--- config.mk ---
export PLATFORM = sky130hd
export DESIGN_NAME = bram_port_arbiter_flat
export DESIGN_NICKNAME = d
export VERILOG_FILES = /design/src/rtl/bram_port_arbiter_if.sv /design/src/rtl/bram_port_arbiter.sv /design/src/flat_wrapper.sv
export SDC_FILE = /design/constraint.sdc
export NUM_CORES = 1
export LEC_CHECK = 0
export ABC_CLOCK_PERIOD_IN_PS = 1690
export CORE_MARGIN = 10
export CORE_UTILIZATION = 40
export CTS_CLUSTER_SIZE = 40
export DETAILED_ROUTE_END_ITERATION = 6
export PLACE_DENSITY = 0.8
export SLEW_MARGIN = 10
export SYNTH_ARGS = -nofsm -noshare
export SYNTH_HDL_FRONTEND = slang
export SYNTH_SLANG_ARGS = --single-unit
export TNS_END_PERCENT = 100
--- constraint.sdc ---
create_clock -name clk -period 1.69 [get_ports clk]
set_input_delay 0.169 -clock clk [delete_from_list [all_inputs] [get_ports clk]]
set_output_delay 0.169 -clock clk [all_outputs]
set_load 0.005 [all_outputs]
--- src/rtl/bram_port_arbiter_if.sv ---
// Single-beat request channel between one requester and the BRAM port arbiter.
// The requester holds req and its fields stable until gnt; read data returns on rvalid/rdata.
interface bram_port_arbiter_if #(
  parameter int ADDR_W = 13,
  parameter int DATA_W = 32
);
  logic              req;
  logic              we;
  logic [ADDR_W-1:0] addr;
  logic [DATA_W-1:0] wdata;
  logic              lock;
  logic              gnt;
  logic              rvalid;
  logic [DATA_W-1:0] rdata;

  modport master (
    output req, we, addr, wdata, lock,
    input  gnt, rvalid, rdata
  );

  modport slave (
    input  req, we, addr, wdata, lock,
    output gnt, rvalid, rdata
  );
endinterface

--- src/rtl/bram_port_arbiter.sv ---
// Round-robin arbiter sharing one BRAM port between two single-beat requesters,
// with bounded burst locking and fixed-latency read data return tagged by requester.
module bram_port_arbiter #(
  parameter int ADDR_W    = 13,
  parameter int DATA_W    = 32,
  parameter int RD_LAT    = 1,
  parameter int MAX_BURST = 4
) (
  input  logic               clk,
  input  logic               rstn,
  bram_port_arbiter_if.slave rq0,
  bram_port_arbiter_if.slave rq1,
  output logic               BRAM_clk,
  output logic [ADDR_W-1:0]  BRAM_addr,
  output logic [DATA_W-1:0]  BRAM_din,
  input  logic [DATA_W-1:0]  BRAM_dout,
  output logic               BRAM_en,
  output logic               BRAM_we
);

  localparam int CNT_W = (MAX_BURST > 1) ? $clog2(MAX_BURST) : 1;
  localparam logic [CNT_W-1:0] BURST_LAST = CNT_W'(MAX_BURST - 1);

  logic              gnt0_s, gnt1_s, any_gnt_s;
  logic              sel_s, sel_we_s, sel_lock_s, other_req_s;
  logic [ADDR_W-1:0] sel_addr_s;
  logic [DATA_W-1:0] sel_wdata_s;
  logic              ptr_r, ptr_nxt_s;
  logic [CNT_W-1:0]  cnt_r, cnt_nxt_s;
  logic              en_r, we_r;
  logic [ADDR_W-1:0] addr_r;
  logic [DATA_W-1:0] din_r;
  logic [RD_LAT:0]   tag_vld_r, tag_id_r;
  logic              rvalid0_r, rvalid1_r;
  logic [DATA_W-1:0] rdata0_r, rdata1_r;

  // Grant decision: ptr only breaks ties; no grant is ever given while reset is held.
  always_comb begin
    gnt0_s = 1'b0;
    gnt1_s = 1'b0;
    if (!rstn) begin
      gnt0_s = 1'b0;
      gnt1_s = 1'b0;
    end else if (rq0.req && rq1.req) begin
      gnt0_s = ~ptr_r;
      gnt1_s = ptr_r;
    end else begin
      gnt0_s = rq0.req;
      gnt1_s = rq1.req;
    end
  end

  assign any_gnt_s   = gnt0_s | gnt1_s;
  assign sel_s       = gnt1_s;
  assign sel_we_s    = sel_s ? rq1.we    : rq0.we;
  assign sel_lock_s  = sel_s ? rq1.lock  : rq0.lock;
  assign other_req_s = sel_s ? rq0.req   : rq1.req;
  assign sel_addr_s  = sel_s ? rq1.addr  : rq0.addr;
  assign sel_wdata_s = sel_s ? rq1.wdata : rq0.wdata;

  // Fairness update: a locking owner keeps the port, but only MAX_BURST grants in a row while contended.
  always_comb begin
    ptr_nxt_s = ptr_r;
    cnt_nxt_s = cnt_r;
    if (!any_gnt_s) begin
      ptr_nxt_s = ptr_r;
      cnt_nxt_s = cnt_r;
    end else if (sel_lock_s && other_req_s && (cnt_r < BURST_LAST)) begin
      ptr_nxt_s = sel_s;
      cnt_nxt_s = cnt_r + CNT_W'(1'b1);
    end else if (sel_lock_s && !other_req_s) begin
      ptr_nxt_s = sel_s;
      cnt_nxt_s = cnt_r;
    end else begin
      ptr_nxt_s = ~sel_s;
      cnt_nxt_s = {CNT_W{1'b0}};
    end
  end

  // Arbitration state registers.
  always_ff @(posedge clk or negedge rstn) begin
    if (!rstn) begin
      ptr_r <= 1'b0;
      cnt_r <= {CNT_W{1'b0}};
    end else begin
      ptr_r <= ptr_nxt_s;
      cnt_r <= cnt_nxt_s;
    end
  end

  // BRAM issue stage: address and data hold when idle so the port does not toggle needlessly.
  always_ff @(posedge clk or negedge rstn) begin
    if (!rstn) begin
      en_r   <= 1'b0;
      we_r   <= 1'b0;
      addr_r <= {ADDR_W{1'b0}};
      din_r  <= {DATA_W{1'b0}};
    end else if (any_gnt_s) begin
      en_r   <= 1'b1;
      we_r   <= sel_we_s;
      addr_r <= sel_addr_s;
      din_r  <= sel_wdata_s;
    end else begin
      en_r   <= 1'b0;
      we_r   <= 1'b0;
    end
  end

  // Read tag pipe: stage 0 lines up with the issue cycle, stage RD_LAT with valid BRAM_dout.
  always_ff @(posedge clk or negedge rstn) begin
    if (!rstn) begin
      tag_vld_r <= {(RD_LAT+1){1'b0}};
      tag_id_r  <= {(RD_LAT+1){1'b0}};
    end else begin
      tag_vld_r <= {tag_vld_r[RD_LAT-1:0], any_gnt_s & ~sel_we_s};
      tag_id_r  <= {tag_id_r[RD_LAT-1:0], sel_s};
    end
  end

  // Response return: only the tagged requester sees rvalid; the other side's rdata holds.
  always_ff @(posedge clk or negedge rstn) begin
    if (!rstn) begin
      rvalid0_r <= 1'b0;
      rvalid1_r <= 1'b0;
      rdata0_r  <= {DATA_W{1'b0}};
      rdata1_r  <= {DATA_W{1'b0}};
    end else begin
      rvalid0_r <= tag_vld_r[RD_LAT] & ~tag_id_r[RD_LAT];
      rvalid1_r <= tag_vld_r[RD_LAT] &  tag_id_r[RD_LAT];
      if (tag_vld_r[RD_LAT] && !tag_id_r[RD_LAT]) begin
        rdata0_r <= BRAM_dout;
      end
      if (tag_vld_r[RD_LAT] && tag_id_r[RD_LAT]) begin
        rdata1_r <= BRAM_dout;
      end
    end
  end

  assign rq0.gnt    = gnt0_s;
  assign rq1.gnt    = gnt1_s;
  assign rq0.rvalid = rvalid0_r;
  assign rq1.rvalid = rvalid1_r;
  assign rq0.rdata  = rdata0_r;
  assign rq1.rdata  = rdata1_r;

  assign BRAM_clk  = clk;
  assign BRAM_en   = en_r;
  assign BRAM_we   = we_r;
  assign BRAM_addr = addr_r;
  assign BRAM_din  = din_r;

endmodule

--- src/flat_wrapper.sv ---
// flat-port wrapper written by rule: the top's interface ports become plain ports
module bram_port_arbiter_flat 
#(
  parameter int ADDR_W    = 13,
  parameter int DATA_W    = 32,
  parameter int RD_LAT    = 1,
  parameter int MAX_BURST = 4
)
  (clk, rstn, BRAM_clk, BRAM_addr, BRAM_din, BRAM_dout, BRAM_en, BRAM_we, rq0_req, rq0_we, rq0_addr, rq0_wdata, rq0_lock, rq0_gnt, rq0_rvalid, rq0_rdata, rq1_req, rq1_we, rq1_addr, rq1_wdata, rq1_lock, rq1_gnt, rq1_rvalid, rq1_rdata);
  bram_port_arbiter_if #(.ADDR_W(ADDR_W), .DATA_W(DATA_W)) rq0_i ();
  bram_port_arbiter_if #(.ADDR_W(ADDR_W), .DATA_W(DATA_W)) rq1_i ();
  input  logic clk;
  input  logic rstn;
  output logic BRAM_clk;
  output logic [ADDR_W-1:0] BRAM_addr;
  output logic [DATA_W-1:0] BRAM_din;
  input  logic [DATA_W-1:0] BRAM_dout;
  output logic BRAM_en;
  output logic BRAM_we;
  input wire logic [$bits(rq0_i.req)-1:0] rq0_req;
  input wire logic [$bits(rq0_i.we)-1:0] rq0_we;
  input wire logic [$bits(rq0_i.addr)-1:0] rq0_addr;
  input wire logic [$bits(rq0_i.wdata)-1:0] rq0_wdata;
  input wire logic [$bits(rq0_i.lock)-1:0] rq0_lock;
  output wire logic [$bits(rq0_i.gnt)-1:0] rq0_gnt;
  output wire logic [$bits(rq0_i.rvalid)-1:0] rq0_rvalid;
  output wire logic [$bits(rq0_i.rdata)-1:0] rq0_rdata;
  input wire logic [$bits(rq1_i.req)-1:0] rq1_req;
  input wire logic [$bits(rq1_i.we)-1:0] rq1_we;
  input wire logic [$bits(rq1_i.addr)-1:0] rq1_addr;
  input wire logic [$bits(rq1_i.wdata)-1:0] rq1_wdata;
  input wire logic [$bits(rq1_i.lock)-1:0] rq1_lock;
  output wire logic [$bits(rq1_i.gnt)-1:0] rq1_gnt;
  output wire logic [$bits(rq1_i.rvalid)-1:0] rq1_rvalid;
  output wire logic [$bits(rq1_i.rdata)-1:0] rq1_rdata;
  assign rq0_i.req = rq0_req;
  assign rq0_i.we = rq0_we;
  assign rq0_i.addr = rq0_addr;
  assign rq0_i.wdata = rq0_wdata;
  assign rq0_i.lock = rq0_lock;
  assign rq0_gnt = rq0_i.gnt;
  assign rq0_rvalid = rq0_i.rvalid;
  assign rq0_rdata = rq0_i.rdata;
  assign rq1_i.req = rq1_req;
  assign rq1_i.we = rq1_we;
  assign rq1_i.addr = rq1_addr;
  assign rq1_i.wdata = rq1_wdata;
  assign rq1_i.lock = rq1_lock;
  assign rq1_gnt = rq1_i.gnt;
  assign rq1_rvalid = rq1_i.rvalid;
  assign rq1_rdata = rq1_i.rdata;
  bram_port_arbiter #(.ADDR_W(ADDR_W), .DATA_W(DATA_W), .RD_LAT(RD_LAT), .MAX_BURST(MAX_BURST)) u_core (.clk(clk), .rstn(rstn), .rq0(rq0_i), .rq1(rq1_i), .BRAM_clk(BRAM_clk), .BRAM_addr(BRAM_addr), .BRAM_din(BRAM_din), .BRAM_dout(BRAM_dout), .BRAM_en(BRAM_en), .BRAM_we(BRAM_we));
endmodule
==> run summary, run 1 <==
The maximum fanout along the worst path came out at 13. The worst register-to-register path begins at u_core.ptr_r$_DFFE_PN0P_. The clock insertion delay at the later pin of the skew report is 520 ps. The critical path contains buffers and inverters numbering 4 combined. Cells fill 70.11% of the core in the end. The path type of the worst setup path is primary input to output pin. The post-synth design cell area came out at 4895 um^2. The count of flip-flops with a built-in enable after synthesis is 0. The worst register-to-register path ends at u_core.BRAM_din[30]$_DFFE_PN0P_. The total of buffers placed on input and output ports came out at 245. The kind of cell with the highest combined delay along the critical path is buffers and inverters. The critical path depth in cells is 5. On the critical path, the stage with the largest delay is an instance of dlygate4sd3_1.

The slack of the critical path is 53.98 ps. Once detailed placement completed, the half-perimeter wirelength came to 12090 um. The fraction of the yosys area taken by sequential cells is 61.35%.

The final count of pins violating max slew came out at 0. Row generation in the floorplan step produced 40 rows. The initial DRC count came out at 129. The post-route cell area is 8422 um^2.

The clock tree from TritonCTS is done. The post-synthesis sequential element count is 120. Among all flip-flop cells after synthesis, the most frequent one is dfrtp_1.

The maximum frequency from static timing analysis is roughly 610 MHz. Measured along the x axis, the die boundary spans 130.6 um. The transition at the pin with the smallest max-transition slack is 878.2 ps.

The synthesized net count came out at 507. The tool flagged a number of max-cap violations equal to 0. The final clock skew came out at 8.059 ps. The number of DRC violations after detailed routing is 0. The maximum single-stage delay on the critical path is about 570 ps. In this run the power density over the cells is ~1300 nW/um^2. The worst setup path is launched from a primary input. The hold violation count in the final report came out at 0. The worst setup slack for register-to-register paths is between 100 and 150 ps.

The layout cell share with drive strength beyond 1 is 18.68%. The initial core utilization is about two fifths. IR analysis of the VDD net gives a maximum drop of 0.0007839 V. The worst path arrival time came out at ~1500 ps. The worst reg-to-reg path cell count is 6. The count of warnings emitted by yosys is 0.

The number of setup violations in the final report is 0. The overall via count from detail_route came out at 3978. The minimum setup slack after placement is -110.7 ps. The synthesized instance count came out at 376. The final layout net count came out at 771. Global routing used 18.56% of the available tracks across all layers. The total placed instance area is around 7600 um^2. In this run the worst hold path is classified as primary input to async pin. The setup TNS came out at 0 ps. After synthesis, the cell types taking the most area are dfrtp_1 61%, mux2_2 15%, mux2i_1 9.6%.

The cell accounting for the most synthesized area is dfrtp_1. The first TritonRoute pass finished after 5 iterations. The number of unique standard cell types used by synthesis is 23. The fraction of registers with async set or reset after synthesis is 100.0%. The first-pass GRT wire length came out at around 24000 um.

dfrtp_1 is the most common cell in the netlist. The clock transition at the registers of the reported paths is 50 ps. The share of synthesized area in the top cell type comes to 61.35%. The static leakage came out at 3.569 nW. The total placed cells including tap cells is 763. The overall overflow remaining after global route came out at 0. STA classifies the critical path endpoint as an output pin. The final instance count without filler cells came out at 800. Once detail routing completed, the nets flagged for antenna violations numbered 0. The share of the clock period used by the worst path came out at 96.81%. The core box area is 12010 um^2. The mean routed wirelength per cell came out at 19.60 um. Summed over all layers, the routed wires come to around 16000 um. The pin count of the biggest net entering global routing came out at 73. The y dimension of the die came out at 130.6 um. The initial antenna violation count came out at 0.

The number of global-route vias before repair is ~4400. The remaining max-slew budget at the tightest pin came out at between 40% and 50%. The placer's final routability congestion estimate came out at about 0.77.

The average cell area after synthesis is 13.02 um^2. The signal on the critical path passes through dlygate4sd3_1 > buf_4 > buf_6 > and3_1 > dlygate4sd2_1. Setup repair after global routing left no endpoint under its margin. The area of the die is 17060 um^2. The via-per-instance ratio came out at 4.973. The total I/O pin count is 246. The required time at the worst-slack endpoint is 1520 ps. The area added between synthesis and finish is 72.06%. The number of diodes added for antenna fixing is 0.

The clock period could shrink to 1636 ps. In the synthesized netlist, the cells that appear most often are 120 x dfrtp_1, 64 x mux2_2, 50 x nand2_1. The run finished with clean final reports.
[state kept, by name, indices dropped and copies added, names as in the netlist]
| register | flops |
|---|---|
| u_core.BRAM_din | 32 |
| u_core.rq0.rdata | 32 |
| u_core.rq1.rdata | 32 |
| u_core.BRAM_addr | 13 |
| u_core.cnt_r | 2 |
| u_core.tag_id_r | 2 |
| u_core.tag_vld_r | 2 |
| u_core.BRAM_en | 1 |
| u_core.BRAM_we | 1 |
| u_core.ptr_r | 1 |
| u_core.rq0.rvalid | 1 |
| u_core.rq1.rvalid | 1 |
[power by group]
| group | internal (W) | total [W] | leakage (nW) | switching (W) |
|---|---|---|---|---|
| logic | 0.00169 | 0.00251 | 1.75 | 0.000814 |
| registers | 0.00346 | 0.00378 | 1.45 | 0.000318 |
| clock network | 0.00328 | 0.00461 | 0.377 | 0.00133 |
[routing by layer]
layer	track usage (%)	vias up	share of wire [%]
met2	29.62	206	47
met5	0	-	0
met1	18.22	1904	35
met4	8.633	0	2.1
li1	-	1841	-
met3	12.65	27	16
[worst min-delay path: stages]
cell and delay, ps:
dlygate4sd3_1 570, buf_4 150, buf_6 160
[layout by cell type, fill, tap and decap left out, drive strengths merged, types with 2 or more instances in the layout]
cell type,instances
clkdlybuf4s50,240
nand2,50
a32o,2
nor2b,2
o21ai,49
nand2b,3
nor2,3
bufinv,7
mux2i,47
inv,5
mux2,64
clkinv,3
buf,21
dlygate4sd2,2
and3,2
clkbuf,23
dfrtp,120
[cell families (layout without fill, tap and decap cells)]
group | after synthesis | count (layout) | synth area share, %
buf+inv | 28 | 305 | 2.965
simple gates | 62 | 62 | 5.266
fa+ha+maj | 1 | 1 | 0.2556
flops | 120 | 120 | 61.35
compound gates | 54 | 54 | 5.828
mux | 111 | 111 | 24.34
[area by class of cell]
| type | instances | area, um^2 |
|---|---|---|
| Multi-Input combinational cell | 228 | 1773 |
| Clock inverter | 12 | 245.2 |
| Tap cell | 147 | 183.9 |
| Fill cell | 832 | 3590 |
| Clock buffer | 24 | 530.5 |
| Sequential cell | 120 | 3003 |
| Inverter | 4 | 15.01 |
| Timing Repair Buffer | 265 | 2671 |
[repair_timing]
| action | CTS | global route |
|---|---|---|
| buffers inserted | 1 | 0 |
| endpoints found under the setup margin | 3 | 8 |
| hold buffers | 1 | 0 |
| endpoints found under the hold margin | 78 | 0 |
| pin swaps | 1 | 0 |
| resized for setup | 5 | 4 |
[metrics by stage]
| step | power (W) | hold slack [ps] |
|---|---|---|
| after global placement | 0.006320 | 125.9 |
| after floorplan | 0.004553 | -126.6 |
| after CTS | 0.01101 | 176.0 |
| after detailed placement | 0.006414 | 131.8 |
| after global routing | 0.01139 | 195.5 |
| final | 0.01089 | 196.6 |
[worst max-delay path by stage]
| stage | slack, ps | start | to |
|---|---|---|---|
| after floorplan | 280 | u_core.ptr_r$_DFFE_PN0P_ | u_core.BRAM_din[10]$_DFFE_PN0P_ |
| after global placement | -90 | rq0_req | rq1_gnt |
| after detailed placement | -110 | rq0_req | rq1_gnt |
| after CTS | 10 | rstn | rq0_gnt |
| after global routing | 2 | u_core.ptr_r$_DFFE_PN0P_ | rq1_gnt |
| final | 50 | rstn | rq0_gnt |
Power figures use the tool's default switching activity.
==> run 2: changes to the inputs <==
--- a/config.mk
+++ b/config.mk
@@ -5,7 +5,6 @@
 export SDC_FILE = /design/constraint.sdc
 export NUM_CORES = 1
 export LEC_CHECK = 0
-export ABC_CLOCK_PERIOD_IN_PS = 1690
 export CORE_MARGIN = 10
 export CORE_UTILIZATION = 40
 export CTS_CLUSTER_SIZE = 40
==> results of run 2 <==
The final DEF is identical to that of run 1; final timing and power are the same.
